--- src/rtl/lcd_spi_phy.sv ---
// LCD panel physical layer: timed hardware-reset sequence and 9-bit (D/C + byte) SPI mode-0 writes.
// Every panel pin and status output is registered; done_o pulses one cycle at command completion.
module lcd_spi_phy #(
  parameter int unsigned CLK_DIV      = 2,
  parameter int unsigned RST_LOW_CYC  = 50_000,
  parameter int unsigned RST_WAIT_CYC = 6_000_000
) (
  input  logic       clk,
  input  logic       rst_n,
  input  logic [1:0] en_i,
  input  logic [8:0] data_i,
  output logic [1:0] done_o,
  output logic       busy_o,
  output logic       lcd_rst_o,
  output logic       lcd_cs_o,
  output logic       lcd_dc_o,
  output logic       lcd_sclk_o,
  output logic       lcd_mosi_o
);

  localparam int unsigned MAX_A   = (CLK_DIV > RST_LOW_CYC) ? CLK_DIV : RST_LOW_CYC;
  localparam int unsigned MAX_CYC = (MAX_A > RST_WAIT_CYC) ? MAX_A : RST_WAIT_CYC;
  localparam int unsigned CNT_W   = (MAX_CYC > 1) ? $clog2(MAX_CYC) : 1;

  localparam logic [CNT_W-1:0] DIV_LAST  = CNT_W'(CLK_DIV - 1);
  localparam logic [CNT_W-1:0] LOW_LAST  = CNT_W'(RST_LOW_CYC - 1);
  localparam logic [CNT_W-1:0] WAIT_LAST = CNT_W'(RST_WAIT_CYC - 1);

  typedef enum logic [2:0] {
    IDLE,
    RST_LOW,
    RST_WAIT,
    TX_SHIFT,
    TX_HOLD
  } state_e;

  state_e           state_q, state_d;
  logic [CNT_W-1:0] cnt_q, cnt_d;
  logic [2:0]       bit_q, bit_d;
  logic [6:0]       sh_q, sh_d;
  logic [1:0]       done_d;
  logic             busy_d, rst_d, cs_d, dc_d, sclk_d, mosi_d;

  // State, counters and registered outputs
  always_ff @(posedge clk or negedge rst_n) begin
    if (!rst_n) begin
      state_q    <= IDLE;
      cnt_q      <= '0;
      bit_q      <= '0;
      sh_q       <= '0;
      done_o     <= '0;
      busy_o     <= 1'b0;
      lcd_rst_o  <= 1'b1;
      lcd_cs_o   <= 1'b1;
      lcd_dc_o   <= 1'b0;
      lcd_sclk_o <= 1'b0;
      lcd_mosi_o <= 1'b0;
    end else begin
      state_q    <= state_d;
      cnt_q      <= cnt_d;
      bit_q      <= bit_d;
      sh_q       <= sh_d;
      done_o     <= done_d;
      busy_o     <= busy_d;
      lcd_rst_o  <= rst_d;
      lcd_cs_o   <= cs_d;
      lcd_dc_o   <= dc_d;
      lcd_sclk_o <= sclk_d;
      lcd_mosi_o <= mosi_d;
    end
  end

  // Next state and next output values
  always_comb begin
    state_d = state_q;
    cnt_d   = cnt_q + CNT_W'(1);
    bit_d   = bit_q;
    sh_d    = sh_q;
    done_d  = 2'b00;
    busy_d  = busy_o;
    rst_d   = lcd_rst_o;
    cs_d    = lcd_cs_o;
    dc_d    = lcd_dc_o;
    sclk_d  = lcd_sclk_o;
    mosi_d  = lcd_mosi_o;

    case (state_q)
      IDLE: begin
        cnt_d = '0;
        // Reset takes priority over a simultaneous write request
        if (en_i[0]) begin
          state_d = RST_LOW;
          rst_d   = 1'b0;
          busy_d  = 1'b1;
        end else if (en_i[1]) begin
          state_d = TX_SHIFT;
          cs_d    = 1'b0;
          dc_d    = data_i[8];
          mosi_d  = data_i[7];
          sh_d    = data_i[6:0];
          bit_d   = 3'd7;
          sclk_d  = 1'b0;
          busy_d  = 1'b1;
        end
      end

      RST_LOW: begin
        if (cnt_q == LOW_LAST) begin
          state_d = RST_WAIT;
          rst_d   = 1'b1;
          cnt_d   = '0;
        end
      end

      RST_WAIT: begin
        if (cnt_q == WAIT_LAST) begin
          state_d = IDLE;
          done_d  = 2'b01;
          busy_d  = 1'b0;
          cnt_d   = '0;
        end
      end

      TX_SHIFT: begin
        // Half-period boundary: rise mid-bit, fall presents the next bit
        if (cnt_q == DIV_LAST) begin
          cnt_d = '0;
          if (!lcd_sclk_o) begin
            sclk_d = 1'b1;
          end else begin
            sclk_d = 1'b0;
            if (bit_q == 3'd0) begin
              state_d = TX_HOLD;
            end else begin
              bit_d  = bit_q - 3'd1;
              mosi_d = sh_q[6];
              sh_d   = {sh_q[5:0], 1'b0};
            end
          end
        end
      end

      TX_HOLD: begin
        if (cnt_q == DIV_LAST) begin
          state_d = IDLE;
          cs_d    = 1'b1;
          done_d  = 2'b10;
          busy_d  = 1'b0;
          cnt_d   = '0;
        end
      end

      default: begin
        state_d = IDLE;
      end
    endcase
  end

endmodule

--- config.mk ---
export PLATFORM = sky130hd
export DESIGN_NAME = lcd_spi_phy
export DESIGN_NICKNAME = d
export VERILOG_FILES = /design/src/rtl/lcd_spi_phy.sv
export SDC_FILE = /design/constraint.sdc
export NUM_CORES = 1
export LEC_CHECK = 0
export ABC_AREA = 1
export BUFFER_PORTS_ARGS = -buffer_cell sky130_fd_sc_hd__buf_2
export CORE_MARGIN = 4
export CORE_UTILIZATION = 54
export DETAILED_ROUTE_END_ITERATION = 10
export PLACE_DENSITY = 0.73
export SETUP_SLACK_MARGIN = 0.1
export SYNTH_ARGS = -nofsm -noshare
export SYNTH_HDL_FRONTEND = slang
export SYNTH_SLANG_ARGS = --single-unit
export TNS_END_PERCENT = 10
--- constraint.sdc ---
create_clock -name clk -period 1.85 [get_ports clk]
set_input_delay 0.37 -clock clk [delete_from_list [all_inputs] [get_ports clk]]
set_output_delay 0.37 -clock clk [all_outputs]
set_load 0.005 [all_outputs]
==> flow_results.xml, run 1 <==
<?xml version="1.0" encoding="UTF-8"?>
<metrics>
  <group name="cells_and_area">
    <metric name="diodes_inserted" unit="">0</metric>
    <metric name="final_nets" unit="">408</metric>
    <metric name="finish.cell_count_without_fillers" unit="">459</metric>
    <metric name="proportion_of_layout_cells_with_a_drive_suffix_above_1" unit="">0.263</metric>
    <metric name="layout_area_overhead" unit="%">15.9</metric>
  </group>
  <group name="sta">
    <metric name="drv_slew" unit="">0</metric>
    <metric name="fin_crit_share" unit="">0.944</metric>
    <metric name="tightestPinTransition" unit="ns">0.562</metric>
    <metric name="timing.fmax" unit="MHz">573</metric>
    <metric name="timing.clock.skew" unit="ns">0.00801</metric>
    <metric name="post-route-worst-setup-slack" unit="ns">0.104</metric>
    <metric name="relSlewSlack" unit="">0.625</metric>
    <metric name="layout_min_cycle_time" unit="ns">1.75</metric>
    <metric name="final_hold_viol_count" unit="">0</metric>
    <metric name="total_negative_setup_slacks" unit="ns">0</metric>
    <metric name="setup_viol" unit="">0</metric>
    <metric name="unrepaired_setup_endpoints_after_global_routing" unit="">yes</metric>
  </group>
  <group name="worst_setup_path">
    <metric name="r2r-end" unit="">sh_q[1]$_DFFE_PN0P_</metric>
    <metric name="endpoint_kind" unit="">register</metric>
    <metric name="worst_ep_arrival_time" unit="ns">1.94</metric>
    <metric name="critPathSlowestCell" unit="">dfrtp_1</metric>
    <metric name="timing_worst_setup_path_type" unit="">reg2reg</metric>
    <metric name="path_cells" unit="">inv_2 -&gt; ha_2 -&gt; nand3_1 -&gt; nor2_2 -&gt; nand3_2 -&gt; o21ai_4 -&gt; buf_12 -&gt; nand2_8 -&gt; nand2_1 -&gt; o21ai_2</metric>
    <metric name="startpoint_type" unit="">register</metric>
    <metric name="reg2reg_depth" unit="">10</metric>
    <metric name="critPathMaxStageDelay" unit="ns">0.44</metric>
    <metric name="setup.reg_to_reg.worst_slack" unit="ns">0.10</metric>
    <metric name="cp-startpoint" unit="">cnt_q[1]$_DFF_PN0_</metric>
    <metric name="timing.critical_path.to" unit="">sh_q[1]$_DFFE_PN0P_</metric>
    <metric name="path_max_fanout" unit="">10</metric>
    <metric name="cp.required" unit="ns">2.04</metric>
    <metric name="timing.rr.start" unit="">cnt_q[1]$_DFF_PN0_</metric>
  </group>
  <group name="logic_synthesis">
    <metric name="yosysWarningCount" unit="">0</metric>
    <metric name="syn_area" unit="sq um">2720</metric>
    <metric name="syn-instance-count" unit="">357</metric>
    <metric name="ys_dominant_reg_cell" unit="">dfrtp_1</metric>
    <metric name="synth.area.top_cells" unit="">dfrtp_1, nand2_1, nor2_1</metric>
    <metric name="yosys_register_bits" unit="">44</metric>
    <metric name="netlist-cell-type-count" unit="">34</metric>
    <metric name="synth_top_cells_by_count" unit="">nand2_1, nor2_1, dfrtp_1, inv_1, nand3_1</metric>
    <metric name="synthesis.area_per_instance" unit="sq um">7.62</metric>
    <metric name="post_synth_edffs" unit="">0</metric>
    <metric name="yosysMostFrequentCell" unit="">nand2_1</metric>
    <metric name="synth.yosys.seq_area_share" unit="">0.406</metric>
    <metric name="share_of_the_synthesized_area_in_the_top_cell_type" unit="">0.386</metric>
    <metric name="async_reset_ff_frac" unit="">1.00</metric>
    <metric name="synth_area_leader_cell" unit="">dfrtp_1</metric>
    <metric name="syn_nets" unit="">374</metric>
  </group>
  <group name="global_route">
    <metric name="number_of_global_route_vias_before_repair" unit="">2314</metric>
    <metric name="grt_usage" unit="">0.211</metric>
    <metric name="global_route_wire_length_before_repair" unit="um">10400</metric>
    <metric name="use_met1" unit="">0.297</metric>
    <metric name="globalRoute.totalOverflow" unit="">0</metric>
    <metric name="grt_start_max_net_pins" unit="">45</metric>
    <metric name="grt_use_met3" unit="">0.0351</metric>
    <metric name="grt.met2_usage" unit="">0.338</metric>
    <metric name="top_usage_layer" unit="">met2</metric>
    <metric name="grt_antenna_before_repair" unit="">0</metric>
  </group>
  <group name="power">
    <metric name="power.share.clock" unit="">0.161</metric>
    <metric name="leakagePower" unit="nW">1.54</metric>
    <metric name="combinationalPowerShare" unit="">0.481</metric>
    <metric name="power_density" unit="nW/um^2">1250</metric>
    <metric name="swShare" unit="">0.429</metric>
    <metric name="power_frac_seq" unit="">0.358</metric>
    <metric name="internal_power" unit="mW">2.24</metric>
    <metric name="totalPowerFinal" unit="mW">3.93</metric>
    <metric name="ir_worst_vdd" unit="mV">0.816</metric>
    <metric name="power.net_switching" unit="mW">1.69</metric>
  </group>
  <group name="floorplan">
    <metric name="die_h" unit="um">79.0</metric>
    <metric name="floorplan.core_area" unit="sq um">4790</metric>
    <metric name="die-width" unit="um">79.0</metric>
    <metric name="dieArea" unit="sq um">6240</metric>
    <metric name="pin_count" unit="">21</metric>
    <metric name="initial_core_utilization" unit="">0.568</metric>
    <metric name="std_cell_rows" unit="">25</metric>
  </group>
  <group name="outcome">
    <metric name="status" unit="">completed</metric>
  </group>
  <group name="detailed_routing">
    <metric name="detailedRoute.firstPassIterationCount" unit="">5</metric>
    <metric name="route.detailed.vias_per_inst" unit="">5.22</metric>
    <metric name="routed_wire_length_per_instance" unit="um">13.5</metric>
    <metric name="antenna_violating_nets_post_route" unit="">0</metric>
    <metric name="vias" unit="">2394</metric>
    <metric name="postRouteWirelength" unit="um">6180</metric>
    <metric name="drc" unit="">0</metric>
    <metric name="detailedRoute.firstIterationViolations" unit="">213</metric>
  </group>
  <group name="place">
    <metric name="dpl.hpwl" unit="um">4340</metric>
    <metric name="buffer_ports.inserted" unit="">20</metric>
    <metric name="placed_cells_incl_taps" unit="">446</metric>
    <metric name="pre_cts_ws" unit="ns">0.0156</metric>
    <metric name="gp_routability_congestion" unit="">0.932</metric>
  </group>
  <group name="flow_run">
    <metric name="maxCapViolations" unit="">0</metric>
  </group>
  <group name="cts">
    <metric name="cts.sink_count" unit="">44</metric>
    <metric name="cts-buffers-inserted" unit="">5</metric>
    <metric name="clkLatencyLatePin" unit="ns">0.30</metric>
    <metric name="worst_setup_hold_path_clk_slew" unit="ns">0.08</metric>
    <metric name="htreeDepth" unit="">2</metric>
    <metric name="clk_root_buffer_cell" unit="">clkbuf_8</metric>
    <metric name="cts.path.max_buffers" unit="">2</metric>
    <metric name="clock_tree_from_tritoncts" unit="">done</metric>
  </group>
  <group name="worst_hold_path">
    <metric name="min_delay_worst_type" unit="">in2async</metric>
  </group>
</metrics>
[what timing repair did]
action,in CTS,in global routing
gates resized for setup,1,21
setup endpoints to repair,32,37
cloned,0,2
buffers inserted,0,3
hold buffers,0,0
pin swaps,0,3
[per-stage QoR]
stage	hold slack, ns	utilization	area, sq um
final	0.135	0.659	3150
after floorplan	0.0744	-	2720
after CTS	0.162	0.631	3020
after global routing	0.179	0.659	3150
after global placement	0.457	0.611	2920
after detailed placement	0.458	0.611	2920
[critical path: cells and delay by family, from the launching register on]
| kind | cells | cell delay [ns] |
|---|---|---|
| and+or+nand+nor | 5 | 0.51 |
| DFF | 1 | 0.44 |
| adders and majority gates | 1 | 0.20 |
| AOI/OAI and AO/OA | 2 | 0.25 |
| buffers and inverters | 2 | 0.23 |
[layout by cell type, fill, tap and decap left out, types with 8 or more instances in the layout]
cell,instances
buf_4,8
nor2_1,56
xor2_1,10
inv_1,41
nor2_2,11
nor3_2,9
nand2_2,9
nand2_1,86
nand3_1,23
buf_2,20
o21ai_2,10
dfrtp_1,40
[kinds of logic after synthesis]
group	share of synthesized area
AOI/OAI and AO/OA	0.0630
xor gates and xnor gates	0.0354
adders and majority gates	0.0184
buffers and inverters	0.0805
DFF	0.406
muxes	0.0262
and+or+nand+nor	0.371
[worst min-delay path by stage]
stage          slack, ns               start              endpoint  depth (start not counted)
2_1_floorplan       0.07               rst_n  bit_q[0]$_DFFE_PN0P_                          0
3_3_place_gp        0.46  busy_o$_DFFE_PN0P_    busy_o$_DFFE_PN0P_                          2
3_5_place_dp        0.46  busy_o$_DFFE_PN0P_    busy_o$_DFFE_PN0P_                          2
4_1_cts             0.16               rst_n   cnt_q[13]$_DFF_PN0_                          2
5_1_grt             0.18               rst_n   cnt_q[15]$_DFF_PN0_                          2
6_report            0.14               rst_n   cnt_q[15]$_DFF_PN0_                          2
[final cells by class]
| cell class | instances | area, sq um |
|---|---|---|
| clock inverters | 1 | 7.51 |
| fillers | 402 | 1630 |
| flip-flops and latches | 44 | 1110 |
| inverters | 46 | 173 |
| well taps | 67 | 83.8 |
| clock buffers | 7 | 86.3 |
| repair buffers | 30 | 200 |
| multi-input cells | 264 | 1500 |
[state kept, by name, summed over array words and instances (netlist names)]
register    cells
lcd_rst_o       1
done_o          2
lcd_cs_o        1
cnt_q          23
lcd_mosi_o      1
state_q         3
lcd_dc_o        1
lcd_sclk_o      1
bit_q           3
sh_q            7
busy_o          1
[routing by layer]
metal  wire length (um)  vias up
met1               2940     1138
met3                258       12
li1                   -     1189
met4                 68        0
met5                  0        -
met2               2920       55
[power groups by stage]
| stage | registers (mW) | clock network (mW) | logic [mW] |
|---|---|---|---|
| detailed placement | 1.39 | 0 | 1.67 |
| global route | 1.44 | 0.689 | 2.12 |
| global placement | 1.38 | 0 | 1.63 |
| floorplan | 1.37 | 0 | 1.29 |
| CTS | 1.38 | 0.654 | 1.70 |
| finish | 1.41 | 0.633 | 1.89 |
Power figures use the tool's default switching activity.
==> run 2, diff against run 1 <==
Settings changed: CAP_MARGIN from default to 20, RECOVER_POWER from default to 25.
==> flow_results.xml, run 2 (synthesized netlist as in run 1, its figures left out) <==
<?xml version="1.0" encoding="UTF-8"?>
<metrics>
  <group name="worst_setup_path">
    <metric name="cp-startpoint" unit="">cnt_q[1]$_DFF_PN0_</metric>
    <metric name="endpoint_kind" unit="">register</metric>
    <metric name="cp.required" unit="ns">2.04</metric>
    <metric name="path_max_fanout" unit="">10</metric>
    <metric name="timing.rr.start" unit="">cnt_q[1]$_DFF_PN0_</metric>
    <metric name="worst_ep_arrival_time" unit="ns">1.94</metric>
    <metric name="timing_worst_setup_path_type" unit="">reg2reg</metric>
    <metric name="startpoint_type" unit="">register</metric>
  </group>
  <group name="sta">
    <metric name="relSlewSlack" unit="">0.275</metric>
    <metric name="total_negative_setup_slacks" unit="ns">0</metric>
    <metric name="timing.fmax" unit="MHz">573</metric>
    <metric name="fin_crit_share" unit="">0.944</metric>
    <metric name="timing.clock.skew" unit="ns">0.00801</metric>
    <metric name="layout_min_cycle_time" unit="ns">1.75</metric>
    <metric name="tightestPinTransition" unit="ns">1.09</metric>
    <metric name="unrepaired_setup_endpoints_after_global_routing" unit="">yes</metric>
    <metric name="drv_slew" unit="">0</metric>
    <metric name="hold_ws" unit="ns">0.245</metric>
    <metric name="setup_viol" unit="">0</metric>
    <metric name="final_hold_viol_count" unit="">0</metric>
  </group>
  <group name="cts">
    <metric name="clkLatencyLatePin" unit="ns">0.30</metric>
    <metric name="worst_setup_hold_path_clk_slew" unit="ns">0.08</metric>
    <metric name="htreeDepth" unit="">2</metric>
    <metric name="cts-buffers-inserted" unit="">5</metric>
    <metric name="cts.sink_count" unit="">44</metric>
    <metric name="clock_tree_from_tritoncts" unit="">done</metric>
    <metric name="clk_root_buffer_cell" unit="">clkbuf_8</metric>
    <metric name="cts.path.max_buffers" unit="">2</metric>
  </group>
  <group name="power">
    <metric name="totalPowerFinal" unit="mW">3.93</metric>
    <metric name="leakagePower" unit="nW">1.54</metric>
    <metric name="ir_worst_vdd" unit="mV">0.816</metric>
    <metric name="power_density" unit="nW/um^2">1250</metric>
  </group>
  <group name="floorplan">
    <metric name="pin_count" unit="">21</metric>
    <metric name="initial_core_utilization" unit="">0.568</metric>
    <metric name="floorplan.core_area" unit="sq um">4790</metric>
    <metric name="dieArea" unit="sq um">6240</metric>
    <metric name="std_cell_rows" unit="">25</metric>
    <metric name="die_h" unit="um">79.0</metric>
    <metric name="die-width" unit="um">79.0</metric>
  </group>
  <group name="place">
    <metric name="buffer_ports.inserted" unit="">20</metric>
    <metric name="place_area" unit="sq um">2920</metric>
    <metric name="dpl.hpwl" unit="um">4340</metric>
    <metric name="gp_routability_congestion" unit="">0.932</metric>
  </group>
  <group name="global_route">
    <metric name="global_route_wire_length_before_repair" unit="um">10400</metric>
    <metric name="grt_usage" unit="">0.211</metric>
    <metric name="number_of_global_route_vias_before_repair" unit="">2314</metric>
    <metric name="grt_start_max_net_pins" unit="">45</metric>
    <metric name="globalRoute.totalOverflow" unit="">0</metric>
    <metric name="grt_antenna_before_repair" unit="">0</metric>
  </group>
  <group name="cells_and_area">
    <metric name="multi_input_area" unit="sq um">1500</metric>
    <metric name="final_area" unit="sq um">3150</metric>
    <metric name="mostFrequentLayoutCells" unit="">nand2_1, nor2_1, inv_1</metric>
    <metric name="layout_area_overhead" unit="%">15.8</metric>
    <metric name="fillers" unit="">403</metric>
    <metric name="final_nets" unit="">408</metric>
    <metric name="diodes_inserted" unit="">0</metric>
    <metric name="reg.largest.list" unit="">cnt_q (23), sh_q (7)</metric>
    <metric name="layout.core_utilization" unit="">0.658</metric>
    <metric name="largest_register_ff_count" unit="">23</metric>
    <metric name="ff_latch_area" unit="sq um">1110</metric>
    <metric name="proportion_of_layout_cells_with_a_drive_suffix_above_1" unit="">0.263</metric>
    <metric name="largest_register" unit="">cnt_q</metric>
    <metric name="final_common_cell" unit="">nand2_1</metric>
  </group>
  <group name="detailed_routing">
    <metric name="routed_wire_length_per_instance" unit="um">13.5</metric>
    <metric name="vias" unit="">2394</metric>
    <metric name="detailedRoute.firstPassIterationCount" unit="">5</metric>
    <metric name="drc" unit="">0</metric>
    <metric name="route.detailed.vias_per_inst" unit="">5.22</metric>
    <metric name="detailedRoute.firstIterationViolations" unit="">213</metric>
    <metric name="antenna_violating_nets_post_route" unit="">0</metric>
    <metric name="postRouteWirelength" unit="um">6180</metric>
  </group>
  <group name="flow_run">
    <metric name="maxCapViolations" unit="">0</metric>
  </group>
  <group name="worst_hold_path">
    <metric name="hold_path.startpoint" unit="">en_i[0]</metric>
    <metric name="min_delay_worst_type" unit="">in2reg</metric>
  </group>
  <group name="outcome">
    <metric name="status" unit="">completed</metric>
  </group>
</metrics>
run 2: cell count changes in the layout (fill, tap and decap cells not counted), sizes merged:
cell / previous run / this run
buf: 30 / 29
clkbuf: 7 / 8
run 2: critical path, stage by stage (launching register included):
cell	delay, ns
dfrtp_1	0.44
inv_2	0.08
ha_2	0.20
nand3_1	0.09
nor2_2	0.11
nand3_2	0.13
o21ai_4	0.20
buf_12	0.15
nand2_8	0.08
nand2_1	0.10
o21ai_2	0.05
run 2: through the flow:
stage | instances | worst slack (ns)
floorplan | 357 | 0.309
global placement | 446 | 0.0859
detailed placement | 446 | 0.0156
CTS | 454 | 0.0666
global route | 459 | 0.0338
finish | 459 | 0.104
run 2: where the power goes:
part	leakage (nW)	internal [mW]	switching, mW
combinational	0.923	0.745	1.15
sequential	0.575	1.19	0.212
clock	0.0445	0.304	0.329
run 2: path summary, 6_finish.rpt:
kind,to,slack [ns],depth (start not counted)
max,sh_q[1]$_DFFE_PN0P_,0.10,10
min,lcd_rst_o$_DFFE_PN1P_,0.24,2
max reg2reg,sh_q[1]$_DFFE_PN0P_,0.10,10
min reg2reg,busy_o$_DFFE_PN0P_,0.48,2
max in group asynchronous,cnt_q[4]$_DFF_PN0_,0.77,2
min in group asynchronous,cnt_q[15]$_DFF_PN0_,0.34,2
run 2: repair_timing:
| item | in CTS | in global routing |
|---|---|---|
| gates resized for setup | 1 | 21 |
| setup buffers | 0 | 3 |
| setup endpoints to repair | 32 | 37 |
| pin swaps | 0 | 3 |
| gates cloned | 0 | 2 |
| hold buffers | 0 | 0 |
run 2: area by class of cell:
cell class,count,area share
multi-input combinational,264,0.475
sequential,44,0.351
timing repair buffer,30,0.0628
inverter,46,0.0548
clock buffer,7,0.0274
tap,67,0.0266
clock inverter,1,0.00238
run 2: layer usage:
metal,up-vias,GRT usage,part of all wire
li1,1189,-,-
met1,1138,0.297,0.48
met4,0,0.0550,0.011
met2,55,0.338,0.47
met3,12,0.0351,0.042
met5,-,0,0
==> run 3, diff against run 2 <==
Settings changed: BUFFER_PORTS_ARGS -buffer_cell sky130_fd_sc_hd__buf_2 to default, CORE_ASPECT_RATIO from default to 1.2, DONT_BUFFER_PORTS from default to 1, PLACE_DENSITY 0.73 to 0.69.
==> flow_results.xml, run 3 (synthesized netlist as in run 1, its figures left out) <==
<?xml version="1.0" encoding="UTF-8"?>
<metrics>
  <group name="power">
    <metric name="totalPowerFinal" unit="mW">4.12</metric>
    <metric name="power.share.clock" unit="">0.159</metric>
    <metric name="swShare" unit="">0.418</metric>
    <metric name="power.net_switching" unit="mW">1.72</metric>
    <metric name="power_frac_seq" unit="">0.341</metric>
    <metric name="power_density" unit="nW/um^2">1330</metric>
    <metric name="ir_worst_vdd" unit="mV">0.869</metric>
    <metric name="internal_power" unit="mW">2.40</metric>
    <metric name="combinationalPowerShare" unit="">0.500</metric>
    <metric name="leakagePower" unit="nW">1.49</metric>
  </group>
  <group name="place">
    <metric name="gp_routability_congestion" unit="">0.858</metric>
    <metric name="dpl.hpwl" unit="um">4260</metric>
    <metric name="placed_cells_incl_taps" unit="">420</metric>
    <metric name="buffer_ports.inserted" unit="">0</metric>
  </group>
  <group name="detailed_routing">
    <metric name="routed_wire_length_per_instance" unit="um">14.4</metric>
    <metric name="detailedRoute.firstIterationViolations" unit="">160</metric>
    <metric name="antenna_violating_nets_post_route" unit="">0</metric>
    <metric name="detailedRoute.firstPassIterationCount" unit="">4</metric>
    <metric name="route.detailed.vias_per_inst" unit="">5.30</metric>
    <metric name="postRouteWirelength" unit="um">6290</metric>
    <metric name="vias" unit="">2318</metric>
    <metric name="drc" unit="">0</metric>
  </group>
  <group name="floorplan">
    <metric name="initial_core_utilization" unit="">0.555</metric>
    <metric name="floorplan.core_area" unit="sq um">4900</metric>
    <metric name="die_h" unit="um">85.7</metric>
    <metric name="dieArea" unit="sq um">6240</metric>
    <metric name="die-width" unit="um">72.8</metric>
    <metric name="pin_count" unit="">21</metric>
    <metric name="std_cell_rows" unit="">28</metric>
  </group>
  <group name="cells_and_area">
    <metric name="final_common_cell" unit="">nand2_1</metric>
    <metric name="reg.largest.list" unit="">cnt_q (23), sh_q (7)</metric>
    <metric name="ff_latch_area" unit="sq um">1110</metric>
    <metric name="proportion_of_layout_cells_with_a_drive_suffix_above_1" unit="">0.233</metric>
    <metric name="finish.cell_count_without_fillers" unit="">437</metric>
    <metric name="largest_register_ff_count" unit="">23</metric>
    <metric name="fillers" unit="">450</metric>
    <metric name="diodes_inserted" unit="">0</metric>
    <metric name="mostFrequentLayoutCells" unit="">nand2_1, nor2_1, inv_1</metric>
    <metric name="layout_area_overhead" unit="%">14.2</metric>
    <metric name="multi_input_area" unit="sq um">1470</metric>
    <metric name="largest_register" unit="">cnt_q</metric>
    <metric name="final_nets" unit="">393</metric>
  </group>
  <group name="cts">
    <metric name="worst_setup_hold_path_clk_slew" unit="ns">0.09</metric>
    <metric name="clk_root_buffer_cell" unit="">clkbuf_8</metric>
    <metric name="clock_tree_from_tritoncts" unit="">done</metric>
    <metric name="cts.sink_count" unit="">44</metric>
    <metric name="htreeDepth" unit="">2</metric>
    <metric name="clkLatencyLatePin" unit="ns">0.30</metric>
    <metric name="cts.path.max_buffers" unit="">2</metric>
    <metric name="cts-buffers-inserted" unit="">5</metric>
  </group>
  <group name="sta">
    <metric name="final_hold_viol_count" unit="">0</metric>
    <metric name="unrepaired_setup_endpoints_after_global_routing" unit="">yes</metric>
    <metric name="fin_crit_share" unit="">0.917</metric>
    <metric name="layout_min_cycle_time" unit="ns">1.70</metric>
    <metric name="timing.clock.skew" unit="ns">0.00392</metric>
    <metric name="relSlewSlack" unit="">0.270</metric>
    <metric name="tightestPinTransition" unit="ns">1.10</metric>
    <metric name="total_negative_setup_slacks" unit="ns">0</metric>
    <metric name="drv_slew" unit="">0</metric>
    <metric name="timing.fmax" unit="MHz">589</metric>
    <metric name="setup_viol" unit="">0</metric>
  </group>
  <group name="worst_hold_path">
    <metric name="min_delay_worst_type" unit="">in2reg</metric>
    <metric name="whs_path_depth" unit="">1</metric>
  </group>
  <group name="worst_setup_path">
    <metric name="reg2reg_depth" unit="">9</metric>
    <metric name="startpoint_type" unit="">register</metric>
    <metric name="timing_worst_setup_path_type" unit="">reg2reg</metric>
    <metric name="endpoint_kind" unit="">register</metric>
    <metric name="cp.required" unit="ns">2.05</metric>
    <metric name="worst_ep_arrival_time" unit="ns">1.90</metric>
    <metric name="path_max_fanout" unit="">10</metric>
  </group>
  <group name="global_route">
    <metric name="grt_antenna_before_repair" unit="">0</metric>
    <metric name="grt_usage" unit="">0.207</metric>
    <metric name="number_of_global_route_vias_before_repair" unit="">2238</metric>
    <metric name="grt_start_max_net_pins" unit="">45</metric>
    <metric name="global_route_wire_length_before_repair" unit="um">10100</metric>
    <metric name="globalRoute.totalOverflow" unit="">0</metric>
  </group>
  <group name="flow_run">
    <metric name="maxCapViolations" unit="">0</metric>
  </group>
  <group name="outcome">
    <metric name="status" unit="">completed</metric>
  </group>
</metrics>
-- run 3: cell count changes in the layout (fill, tap and decap cells not counted), moves of 2 or more --
cell and change:
buf_2 -20, dfrtp_1 -5, dfrtp_2 +5, buf_4 +4
nand2_1 +3, nand2_2 -3, clkbuf_16 +2, nand2_4 -2
-- run 3: power by group through the flow --
stage          combinational, mW  sequential, mW  clock, mW
4_1_cts                     1.63            1.39      0.665
6_report                    2.06            1.41      0.655
2_1_floorplan               1.29            1.37          0
3_3_place_gp                1.55            1.40          0
3_5_place_dp                1.58            1.40          0
5_1_grt                     2.27            1.44      0.702
-- run 3: final timing paths --
kind                                startpoint  slack (ns)                    end
max                         cnt_q[5]$_DFF_PN0_        0.15     cnt_q[1]$_DFF_PN0_
min                                    en_i[0]        0.13  lcd_rst_o$_DFFE_PN1P_
max reg2reg                 cnt_q[5]$_DFF_PN0_        0.15     cnt_q[1]$_DFF_PN0_
min reg2reg                sh_q[2]$_DFFE_PN0P_        0.49    sh_q[2]$_DFFE_PN0P_
max in group asynchronous                rst_n        0.31    cnt_q[18]$_DFF_PN0_
min in group asynchronous                rst_n        0.81     cnt_q[9]$_DFF_PN0_
-- run 3: what timing repair did --
| action | 4_1_cts | 5_1_grt |
|---|---|---|
| buffers inserted | 0 | 5 |
| resized for setup | 1 | 24 |
| hold buffers | 2 | 0 |
| cloned | 0 | 2 |
| pin swaps | 0 | 2 |
| endpoints found under the setup margin | 11 | 36 |
| endpoints found under the hold margin | 44 | 0 |
-- run 3: area by class of cell --
class	count	area share
Multi-Input combinational cell	262	0.474
Clock inverter	1	0.00242
Clock buffer	7	0.0278
Tap cell	60	0.0242
Inverter	46	0.0556
Sequential cell	44	0.358
Timing Repair Buffer	17	0.0576
-- run 3: metal layers --
metal  global-route usage  vias up  part of all wire
met4               0.0621        0             0.019
met3               0.0445       14             0.052
met5                    0        -                 0
met1                0.258     1078              0.43
li1                     -     1157                 -
met2                0.355       69              0.50
-- run 3: critical path, stage by stage (launching register included) --
cell       delay (ns)
dfrtp_1          0.45
nor2_2           0.15
nand2_2          0.11
nor2_2           0.13
nand3_2          0.08
nand2_1          0.09
nand2_1          0.09
nor2_4           0.22
clkbuf_16        0.21
nor2_1           0.05
-- run 3: metrics by stage --
| stage | setup WS (ns) | utilization | area (sq um) | hold slack [ns] |
|---|---|---|---|---|
| 4_1_cts | 0.106 | 0.603 | 2960 | 0.123 |
| 3_5_place_dp | 0.0540 | 0.575 | 2820 | 0.0766 |
| 2_1_floorplan | 0.309 | - | 2720 | 0.0744 |
| 6_report | 0.154 | 0.633 | 3110 | 0.129 |
| 3_3_place_gp | 0.103 | 0.575 | 2820 | 0.0766 |
| 5_1_grt | 0.0442 | 0.633 | 3110 | 0.131 |
